[src/rtl/cond_flags_unit.sv]
// cond_flags_unit
//   Holds the architectural NZCV flags for the single-cycle core. It gates the
//   decoder's register-write, memory-write and PC-source requests with the
//   condition checker's verdict, saves and restores the flags around exception
//   entry and return, and keeps a saturating count of suppressed instructions.
//
// Ports
//   clk, reset   : clock and synchronous active-high reset
//   alu_flags    : {N,Z,C,V} produced by the ALU this cycle
//   flag_w       : [1] update N,Z  [0] update C,V
//   cond_ex      : condition-pass verdict (combinational, from the checker)
//   reg_w_in / mem_w_in / pc_s_in : raw decoder write/branch requests
//   stall        : freeze all state and force the gated outputs low
//   exc_req      : exception entry request (level, held until taken)
//   exc_ret      : exception return request (level, held until taken)
//   flags        : architectural {N,Z,C,V}
//   reg_w / mem_w / pc_s : gated requests
//   in_exc       : high while in the exception state
//   squash_cnt   : saturating count of suppressed instructions
module cond_flags_unit #(
    parameter int unsigned CNT_W = 16
) (
    input  logic             clk,
    input  logic             reset,
    input  logic [3:0]       alu_flags,
    input  logic [1:0]       flag_w,
    input  logic             cond_ex,
    input  logic             reg_w_in,
    input  logic             mem_w_in,
    input  logic             pc_s_in,
    input  logic             stall,
    input  logic             exc_req,
    input  logic             exc_ret,
    output logic [3:0]       flags,
    output logic             reg_w,
    output logic             mem_w,
    output logic             pc_s,
    output logic             in_exc,
    output logic [CNT_W-1:0] squash_cnt
);

    localparam logic [0:0] ST_NORMAL = 1'b0;
    localparam logic [0:0] ST_EXC    = 1'b1;

    logic [0:0]       state_q,  state_d;
    logic [3:0]       flags_q,  flags_d;
    logic [3:0]       shadow_q, shadow_d;
    logic [CNT_W-1:0] cnt_q,    cnt_d;

    logic take_exc;
    logic take_ret;
    logic pass;
    logic upd;
    logic squash;

    always_comb begin
        take_exc = exc_req & ~stall & (state_q == ST_NORMAL);
        take_ret = exc_ret & ~stall & (state_q == ST_EXC);

        // The instruction in the exception-entry cycle is killed outright;
        // a return does not kill its instruction, only its flag write.
        pass  = cond_ex & ~stall & ~take_exc;
        reg_w = reg_w_in & pass;
        mem_w = mem_w_in & pass;
        pc_s  = pc_s_in  & pass;

        upd    = pass & ~take_ret;
        squash = ~stall & ~cond_ex & ~take_exc &
                 (reg_w_in | mem_w_in | pc_s_in | (|flag_w));
    end

    always_comb begin
        state_d  = state_q;
        flags_d  = flags_q;
        shadow_d = shadow_q;
        cnt_d    = cnt_q;

        if (take_exc) begin
            // Save the pre-update flags; the live flags hold this cycle.
            shadow_d = flags_q;
            state_d  = ST_EXC;
        end else if (take_ret) begin
            flags_d = shadow_q;
            state_d = ST_NORMAL;
        end else if (upd) begin
            if (flag_w[1]) flags_d[3:2] = alu_flags[3:2];
            if (flag_w[0]) flags_d[1:0] = alu_flags[1:0];
        end

        if (squash && (cnt_q != '1)) begin
            cnt_d = cnt_q + CNT_W'(1);
        end
    end

    always_ff @(posedge clk) begin
        if (reset) begin
            state_q  <= ST_NORMAL;
            flags_q  <= '0;
            shadow_q <= '0;
            cnt_q    <= '0;
        end else begin
            state_q  <= state_d;
            flags_q  <= flags_d;
            shadow_q <= shadow_d;
            cnt_q    <= cnt_d;
        end
    end

    assign flags      = flags_q;
    assign in_exc     = (state_q == ST_EXC);
    assign squash_cnt = cnt_q;

endmodule

[config.mk]
export PLATFORM = sky130hd
export DESIGN_NAME = cond_flags_unit
export DESIGN_NICKNAME = d
export VERILOG_FILES = /design/src/rtl/cond_flags_unit.sv
export SDC_FILE = /design/constraint.sdc
export NUM_CORES = 1
export LEC_CHECK = 0
export ABC_AREA = 0
export CAP_MARGIN = 10
export CORE_MARGIN = 2
export CORE_UTILIZATION = 48
export DETAILED_ROUTE_END_ITERATION = 12
export GPL_TIMING_DRIVEN = 0
export PLACE_DENSITY = 0.79
export SLEW_MARGIN = 20
export SYNTH_ARGS = -nofsm -noshare
export SYNTH_HDL_FRONTEND = slang
export SYNTH_SLANG_ARGS = --single-unit
[constraint.sdc]
create_clock -name clk -period 2.87 [get_ports clk]
set_input_delay 0.861 -clock clk [delete_from_list [all_inputs] [get_ports clk]]
set_output_delay 0.861 -clock clk [all_outputs]
set_load 0.03 [all_outputs]
; ---- After elaboration in Yosys (flattened, before gate mapping)
; Index checks and enable logic that the tools add are counted.
[word_totals]
input_bits = 15
output_inout_bits = 24
regBits = 25
latchBits = 0
elab_cells = 42
ram_bits = 0
romBits = 0
mem_count = 0
[op_classes]
bitwise = 21
add_sub_neg = 1
n_shift = 0
n_reduce_logical = 8
n_mux = 6
n_mul = 0
n_eq_ne = 1
magnitude_cmp = 0
div = 0
[ops]
columns = op, count
row1 = $add A16 B1 Y16 const B, 1
row2 = $ne A16 B16 Y1 const B, 1
row3 = $and A1 B1 Y1, 13
row4 = $mux W4, 2
row5 = $reduce_bool A2 Y1, 4
row6 = $reduce_and A3 Y1, 2
row7 = $not A1 Y1, 5
row8 = $mux W2, 2
row9 = $or A1 B1 Y1, 3
row10 = $mux W1, 2
row11 = $reduce_or A2 Y1, 1
row12 = $logic_and A1 B1 Y1, 1

; ---- Depth between registers and ports, before layout
; Gate-level depths: netlist of the first run.
[depth]
word_depth = 8
mapped_depth = 6
depth_no_buf = 5

; ---- Worst setup path before layout of the first run
; Ideal clock, no wire load.
[synth_path]
kind = input port to output port
startpoint = input exc_req
endpoint = output mem_w
slack_ps = 547
n_path_buf = 0
path_stages = 3
arrival_ps = 1462
path_cell_list = nor2b_1 nor2_1 and2_1
[synth_via]
elab_chain_len = 5
[synth_lines]
columns = item, line_no
row1 = from (decl), 32  ; input logic exc_req,
row2 = $and A1 B1 Y1 (2 in series), 57  ; take_exc = exc_req & ~stall & (state_q == ST_NORMAL);
row3 = $not A1 Y1 (no line), n/a
row4 = $and A1 B1 Y1, 62  ; pass = cond_ex & ~stall & ~take_exc;
row5 = $and A1 B1 Y1, 64  ; mem_w = mem_w_in & pass;
row6 = to (decl), 36  ; output logic mem_w,
; Every way passes these cells.

; ---- Worst setup path after layout of the first run
[layout_path]
startpoint = input exc_req
endpoint = output pc_s
[layout_via]
elab_chain_len = 5
[layout_lines]
columns = item, line_no
row1 = $and A1 B1 Y1 (2 in series), 57
row2 = $not A1 Y1 (no line), n/a
row3 = $and A1 B1 Y1, 62
row4 = $and A1 B1 Y1, 65  ; pc_s = pc_s_in & pass;
row5 = to (decl), 37  ; output logic pc_s,
; Every way passes these cells.

==> results of run 1 <==
==> final timing paths <==
| path | from | to | slack [ns] | depth (start not counted) |
|---|---|---|---|---|
| worst max-delay path | exc_req | pc_s | 0.07 | 5 |
| worst min-delay path | shadow_q[2]$_SDFFE_PP0P_ | shadow_q[2]$_SDFFE_PP0P_ | 0.52 | 2 |
| worst max register to register | squash_cnt[0]$_SDFFE_PP0P_ | squash_cnt[2]$_SDFFE_PP0P_ | 0.91 | 5 |
| worst min register to register | shadow_q[2]$_SDFFE_PP0P_ | shadow_q[2]$_SDFFE_PP0P_ | 0.52 | 2 |
==> cell type report <==
type                    instances  area, sq um
repair buffers                 38          375
clock buffers                   4         26.3
plain buffers                   9         48.8
multi-input cells             127          920
flip-flops and latches         25          500
fillers                       265         1050
well taps                      33         41.3
inverters                       3         11.3
==> cells by family (layout without fill, tap and decap cells) <==
logic type	Yosys count	after routing
buf+inv	12	54
simple gates	89	89
fa+ha+maj	1	1
compound gates	19	19
flops	25	25
mux	18	18
==> layer usage <==
layer | track usage (%) | vias up | wire, um
li1 | - | 697 | -
met1 | 24.9 | 662 | 1450
met2 | 39.2 | 41 | 1800
met3 | 3.49 | 4 | 175
met4 | 6.49 | 0 | 39
met5 | 0 | - | 0
==> power by group <==
group | total [mW] | switching, mW | leakage, nW | internal (mW)
combinational | 0.0990 | 0.0532 | 0.502 | 0.0457
sequential | 0.359 | 0.00586 | 0.202 | 0.354
clock | 0.159 | 0.105 | 0.0150 | 0.0543
total | 0.618 | 0.164 | 0.719 | 0.454
==> sequential cells by signal, indices dropped and copies added, names as in the netlist <==
register and cells:
squash_cnt 16, shadow_q 4, in_exc 1, flags 4
==> worst min-delay path: cells and delay by family, from the launching register on <==
kind             cells  cell delay, ns
multiplexers         1            0.06
AND/OR/NAND/NOR      1            0.07
flip-flops           1            0.35
==> per-stage QoR <==
step	utilization, %	instance area, sq um	total power [mW]	setup slack (ns)	setup TNS [ns]
global route	64.6	1920	0.646	0.0146	0
CTS	64.2	1910	0.621	0.0178	0
floorplan	-	1470	0.419	0.547	0
detailed placement	63.4	1890	0.465	-0.531	-1.58
finish	64.6	1920	0.618	0.0676	0
global placement	63.4	1890	0.462	-0.489	-1.46
==> cells in the final DEF, fill, tap and decap left out, types with 2 or more instances in the layout <==
cell	synthesis	final
nor2b_1	12	11
nor3_1	6	6
inv_1	3	3
buf_4	1	4
dfxtp_1	25	25
nand4_1	9	9
mux2_2	2	2
a211oi_1	4	4
buf_2	3	3
a21oi_1	4	4
nand3_1	4	4
and3_1	2	2
clkbuf_1	3	4
or4_1	4	4
clkbuf_4	0	3
mux2_1	8	8
clkdlybuf4s50_1	0	34
nor2_1	21	20
o31ai_1	5	5
mux2i_1	8	8
nand2_1	4	4
nor4_1	7	7
or3_1	2	2
and2_1	6	6
and4_1	4	4
nor4_4	4	4
==> summary.txt, run 1 <==
Logic synthesis
  • Avg Synthesized Cell Area: 8.95 sq um
  • Post-Synth Simple-Gate Area: 38.4%
  • Top_reg_cell synth: dfxtp_1
  • Share of the synthesized area in the top cell type: 34.1%
  • Ys Warns: 0
  • Post-Synthesis Cell Area: 1470 sq um
  • Synth unique cells: 36
  • Post-Syn Instances: 164
  • Area fraction in compound gates after synthesis: 9.38%
  • Register bit total from synthesis: 25
  • Top-count cell post-synth: dfxtp_1
  • Largest area contributor in the netlist: dfxtp_1
  • Proportion of synthesized area in mux cells: 13.1%
  • Synth area leaders: dfxtp_1, mux2_1, nor4_4
  • Number of flops mapped to enable cells by yosys: 0
  • Syn_nets: 180
  • Synth Area in Adders: 0.853%
  • Post-synth ARST share: 0%
  • XOR/XNOR Fraction of Synth Area: 0%
  • Combinational family with the most area after synthesis: simple AND/OR/NAND/NOR gates
  • Sequential element share of the synthesized area: 34.1%
  • Commonest cells in the synthesized netlist: dfxtp_1, nor2_1, nor2b_1

Die
  • Rows: 20
  • Num ports: 39
  • Die H: 59.3 um
  • Core footprint: 2980 sq um
  • Initial core utilization: 49.3%
  • Die extent in x: 59.3 um
  • Die Area: 3520 sq um

GRT
  • Number of antenna violations at the first check in global routing: 0
  • Congestion Overflow GR: 0
  • Vias in the first global route: 1361
  • Pin count of the biggest net entering global routing: 14
  • Global-route wire length before repair: 5.83 mm
  • Total Routing Usage GR: 21.3%

Critical path
  • Critical path class: input pin to output port
  • CP max stage cell: clkdlybuf4s50_1
  • Dominant delay contributor by cell family on the critical path: buffers and inverters
  • Crit path capture type: output port
  • Slowest Stage Delay on Critical Path: 0.46 ns
  • Critical Path, Cell by Cell: clkdlybuf4s50_1, nor2b_2, nor2_2, and2_1, buf_4
  • CP Data Required Time: 2.01 ns
  • Worst setup SP type: input pin
  • Worst-path fanout max: 5
  • Critical path arrival: 1.94 ns
  • Crit path buf inv count: 2

CTS
  • Setup bufs post-CTS: 0
  • CTS resizes: 20
  • # hold bufs at CTS: 0
  • Root buffer cell: clkbuf_4
  • Clock sinks: 25
  • Clk buf depth: 2
  • Clk Latency, worst-skew pair: 0.32 ns
  • CTS buffer count: 3
  • Clock-pin slew on the worst setup and hold paths: 0.13 ns
  • CTS tree: yes
  • H-tree depth: 1

Timing
  • Skew final: 0.00538 ns
  • Max_slew headroom: 62.5%
  • Unrepaired setup endpoints after global routing: no
  • Final hold viol count: 0
  • Setup violations, final: 0
  • Worst slew pin tran: 0.558 ns
  • Smallest hold slack: 0.517 ns
  • Slew Limit Fails: 0
  • Final period util: 97.6%
  • Tmin final: 2.80 ns
  • Max Clk Rate: 0.357 GHz

Route
  • Wire per inst: 14.5 um
  • Initial DRC Count: 78
  • Post-route ant nets: 0
  • DR vias: 1404
  • Pre-antenna DRT Iters: 4
  • Post-route DRC violation count: 0
  • Drt total wl: 3.46 mm
  • Vias per Instance: 5.87

Placed design
  • Post-Place Cells: 235
  • Post-DP HPWL: 2.66 mm
  • Gpl congestion: 0.812
  • IO Port Bufs: 38

Layout
  • Fin nets: 223
  • Layout cell share with drive strength beyond 1: 10.2%
  • Final antenna diode count: 0
  • Non-Filler Instances: 239
  • Area delta synth->final: 31.0%

Min path
  • Worst min path class: register to register

Status
  • Status: completed

Pwr
  • Maximum vdd drop: 0.222 mV
  • Power density over the cells: 321 nW/um^2
  • Leak Pwr: 0.719 nW

Run
  • # Max-Cap Violations: 0
(Power assumes the default switching activity.)
==> run 2: changes to the inputs <==
--- a/config.mk
+++ b/config.mk
@@ -12,6 +12,8 @@
 export DETAILED_ROUTE_END_ITERATION = 12
 export GPL_TIMING_DRIVEN = 0
 export PLACE_DENSITY = 0.79
+export RECOVER_POWER = 25
+export REMOVE_ABC_BUFFERS = 1
 export SLEW_MARGIN = 20
 export SYNTH_ARGS = -nofsm -noshare
 export SYNTH_HDL_FRONTEND = slang
==> run 2 against run 1 <==
Wire length is 0.20% higher. Register-to-register slack worse by 0.25 ns. Setup slack better by 0.014 ns. Sequential share of layout area is 0.50 points higher. Combinational power is 5.1% lower. Count of clock-buffer cells in the layout is 1 lower. Critical path depth stayed put. Global-route usage is 0.56 points lower. Utilization is 1.2 points lower. Critical endpoint unchanged. Largest cell class unchanged.
==> summary.txt, run 2 (synthesis gave the netlist of run 1 again) <==
Critical path
  • Worst setup SP type: input pin (unchanged)
  • Critical path arrival: 1.93 ns (was 1.94 ns)
  • Critical path class: input pin to output port (unchanged)
  • Worst setup path start: exc_req (unchanged)
  • CP Data Required Time: 2.01 ns (about the same)
  • R2R depth: 6 (was 5)
  • Worst-path fanout max: 5 (unchanged)
  • Origin of the critical flop-to-flop path: squash_cnt[0]$_SDFFE_PP0P_ (unchanged)
  • Crit path capture type: output port (unchanged)

Min path
  • Hold Crit Depth: 2 (unchanged)
  • HP Start: shadow_q[3]$_SDFFE_PP0P_ (was shadow_q[2]$_SDFFE_PP0P_)
  • Worst min path class: register to register (unchanged)

Route
  • DR vias: 1391 (was 1404)
  • Drt total wl: 3.47 mm (was 3.46 mm)
  • Initial DRC Count: 69 (was 78)
  • Wire per inst: 15.0 um (was 14.5 um)
  • Post-route DRC violation count: 0 (unchanged)
  • Post-route ant nets: 0 (unchanged)
  • Pre-antenna DRT Iters: 4 (unchanged)
  • Vias per Instance: 6.00 (was 5.87)

Timing
  • Final hold viol count: 0 (unchanged)
  • Worst Slack Setup Final: 0.0818 ns (was 0.0676 ns)
  • Max_slew headroom: 43.8% (was 62.5%)
  • Setup TNS: 0 ns (unchanged)
  • Slew Limit Fails: 0 (unchanged)
  • Setup violations, final: 0 (unchanged)
  • Skew final: 0.00423 ns (was 0.00538 ns)
  • Worst slew pin tran: 0.842 ns (was 0.558 ns)
  • Final period util: 97.1% (was 97.6%)
  • Smallest hold slack: 0.514 ns (was 0.517 ns)
  • Tmin final: 2.79 ns (was 2.80 ns)
  • Unrepaired setup endpoints after global routing: no (unchanged)
  • Max Clk Rate: 0.359 GHz (was 0.357 GHz)

Layout
  • Area delta synth->final: 28.6% (was 31.0%)
  • Final antenna diode count: 0 (unchanged)
  • Reg area: 500 sq um (unchanged)
  • Max reg flops: 16 (unchanged)
  • Fin nets: 216 (was 223)
  • Multi-input logic area: 926 sq um (was 920 sq um)
  • Most frequent cells in the layout: clkdlybuf4s50_1, dfxtp_1, nor2_1 (unchanged)
  • Layout cell share with drive strength beyond 1: 10.1% (was 10.2%)
  • Commonest non-fill, non-tap cell in the layout: clkdlybuf4s50_1 (unchanged)
  • Non-Filler Instances: 232 (was 239)
  • Utilization after layout: 63.4% (was 64.6%)
  • Final std cell area, no fill: 1890 sq um (was 1920 sq um)
  • # fillers: 258 (was 265)

Die
  • Core footprint: 2980 sq um (unchanged)
  • Rows: 20 (unchanged)
  • Die extent in x: 59.3 um (unchanged)
  • Die H: 59.3 um (unchanged)
  • Num ports: 39 (unchanged)
  • Die Area: 3520 sq um (unchanged)
  • Initial core utilization: 49.3% (unchanged)

Pwr
  • Sw Ratio: 27.1% (was 26.6%)
  • Seq pwr share: 58.5% (was 58.2%)
  • Clock power frac: 26.2% (was 25.8%)
  • Leak Pwr: 0.712 nW (was 0.719 nW)
  • Combinational cell fraction of total power: 15.3% (was 16.0%)
  • Psw: 0.167 mW (was 0.164 mW)
  • Maximum vdd drop: 0.238 mV (was 0.222 mV)
  • Pwr Total: 0.615 mW (was 0.618 mW)
  • Power density over the cells: 326 nW/um^2 (was 321 nW/um^2)
  • P_int: 0.448 mW (was 0.454 mW)

Placed design
  • Post-Place Cells: 228 (was 235)
  • Area after DPL: 1860 sq um (was 1890 sq um)
  • Worst setup slack after placement: -0.496 ns (was -0.531 ns)
  • Post-DP HPWL: 2.49 mm (was 2.66 mm)
  • IO Port Bufs: 38 (unchanged)
  • Gpl congestion: 0.771 (was 0.812)

GRT
  • Number of antenna violations at the first check in global routing: 0 (unchanged)
  • Total Routing Usage GR: 20.7% (was 21.3%)
  • Pin count of the biggest net entering global routing: 36 (was 14)
  • Global-route wire length before repair: 5.60 mm (was 5.83 mm)
  • Congestion Overflow GR: 0 (unchanged)
  • Vias in the first global route: 1267 (was 1361)

CTS
  • Clock-pin slew on the worst setup and hold paths: 0.13 ns (about the same)
  • Clk Latency, worst-skew pair: 0.32 ns (about the same)
  • Root buffer cell: clkbuf_4 (unchanged)
  • Clock sinks: 25 (unchanged)
  • H-tree depth: 1 (unchanged)
  • # hold bufs at CTS: 0 (unchanged)
  • CTS buffer count: 3 (unchanged)
  • CTS tree: yes (unchanged)
  • Clk buf depth: 2 (unchanged)

Run
  • # Max-Cap Violations: 0 (unchanged)

Status
  • Status: completed (unchanged)
## run 2: cell types whose count changed in the layout (fill, tap and decap cells not counted), sizes merged
cell	before	now
clkbuf	7	3
buf	9	6
clkdlybuf4s50	34	31
dlygate4sd3	0	2
clkinv	0	1
## run 2: critical path, stage by stage
cell,delay [ns]
clkdlybuf4s50_1,0.48
nor2b_4,0.20
nor2_2,0.07
and2_1,0.15
buf_4,0.16
## run 2: layer usage
metal  global-route usage [%]  routed length [um]  up-vias
met3                     4.59                 236        6
met2                     32.5                1630       48
li1                         -                   -      687
met5                        0                   0        -
met4                     6.17                  34        0
met1                     28.5                1570      650
## run 2: area by class of cell
cell class / count / share of cell area, %
clock inverter: 1 / 0.265
inverter: 3 / 0.597
tap: 33 / 2.19
multi-input combinational: 127 / 49.1
clock buffer: 3 / 1.19
sequential: 25 / 26.5
timing repair buffer: 40 / 20.2
## run 2: repair_timing
item | 4_1_cts | 5_1_grt
resized for setup | 19 | 4
endpoints found under the setup margin | 3 | 3
setup buffers | 0 | 0
## run 2: power groups by stage
| stage | registers (mW) | clock network (mW) | logic [mW] |
|---|---|---|---|
| 5_1_grt | 0.361 | 0.182 | 0.102 |
| 3_3_place_gp | 0.367 | 0 | 0.0909 |
| 3_5_place_dp | 0.367 | 0 | 0.0935 |
| 6_report | 0.360 | 0.161 | 0.0940 |
| 2_1_floorplan | 0.377 | 0 | 0.0348 |
| 4_1_cts | 0.360 | 0.167 | 0.0939 |
## run 2: path summary, 6_finish.rpt
kind	slack, ns	endpoint
worst max-delay path	0.08	pc_s
worst max register to register	0.66	squash_cnt[5]$_SDFFE_PP0P_
worst min register to register	0.51	shadow_q[3]$_SDFFE_PP0P_
worst min-delay path	0.51	shadow_q[3]$_SDFFE_PP0P_
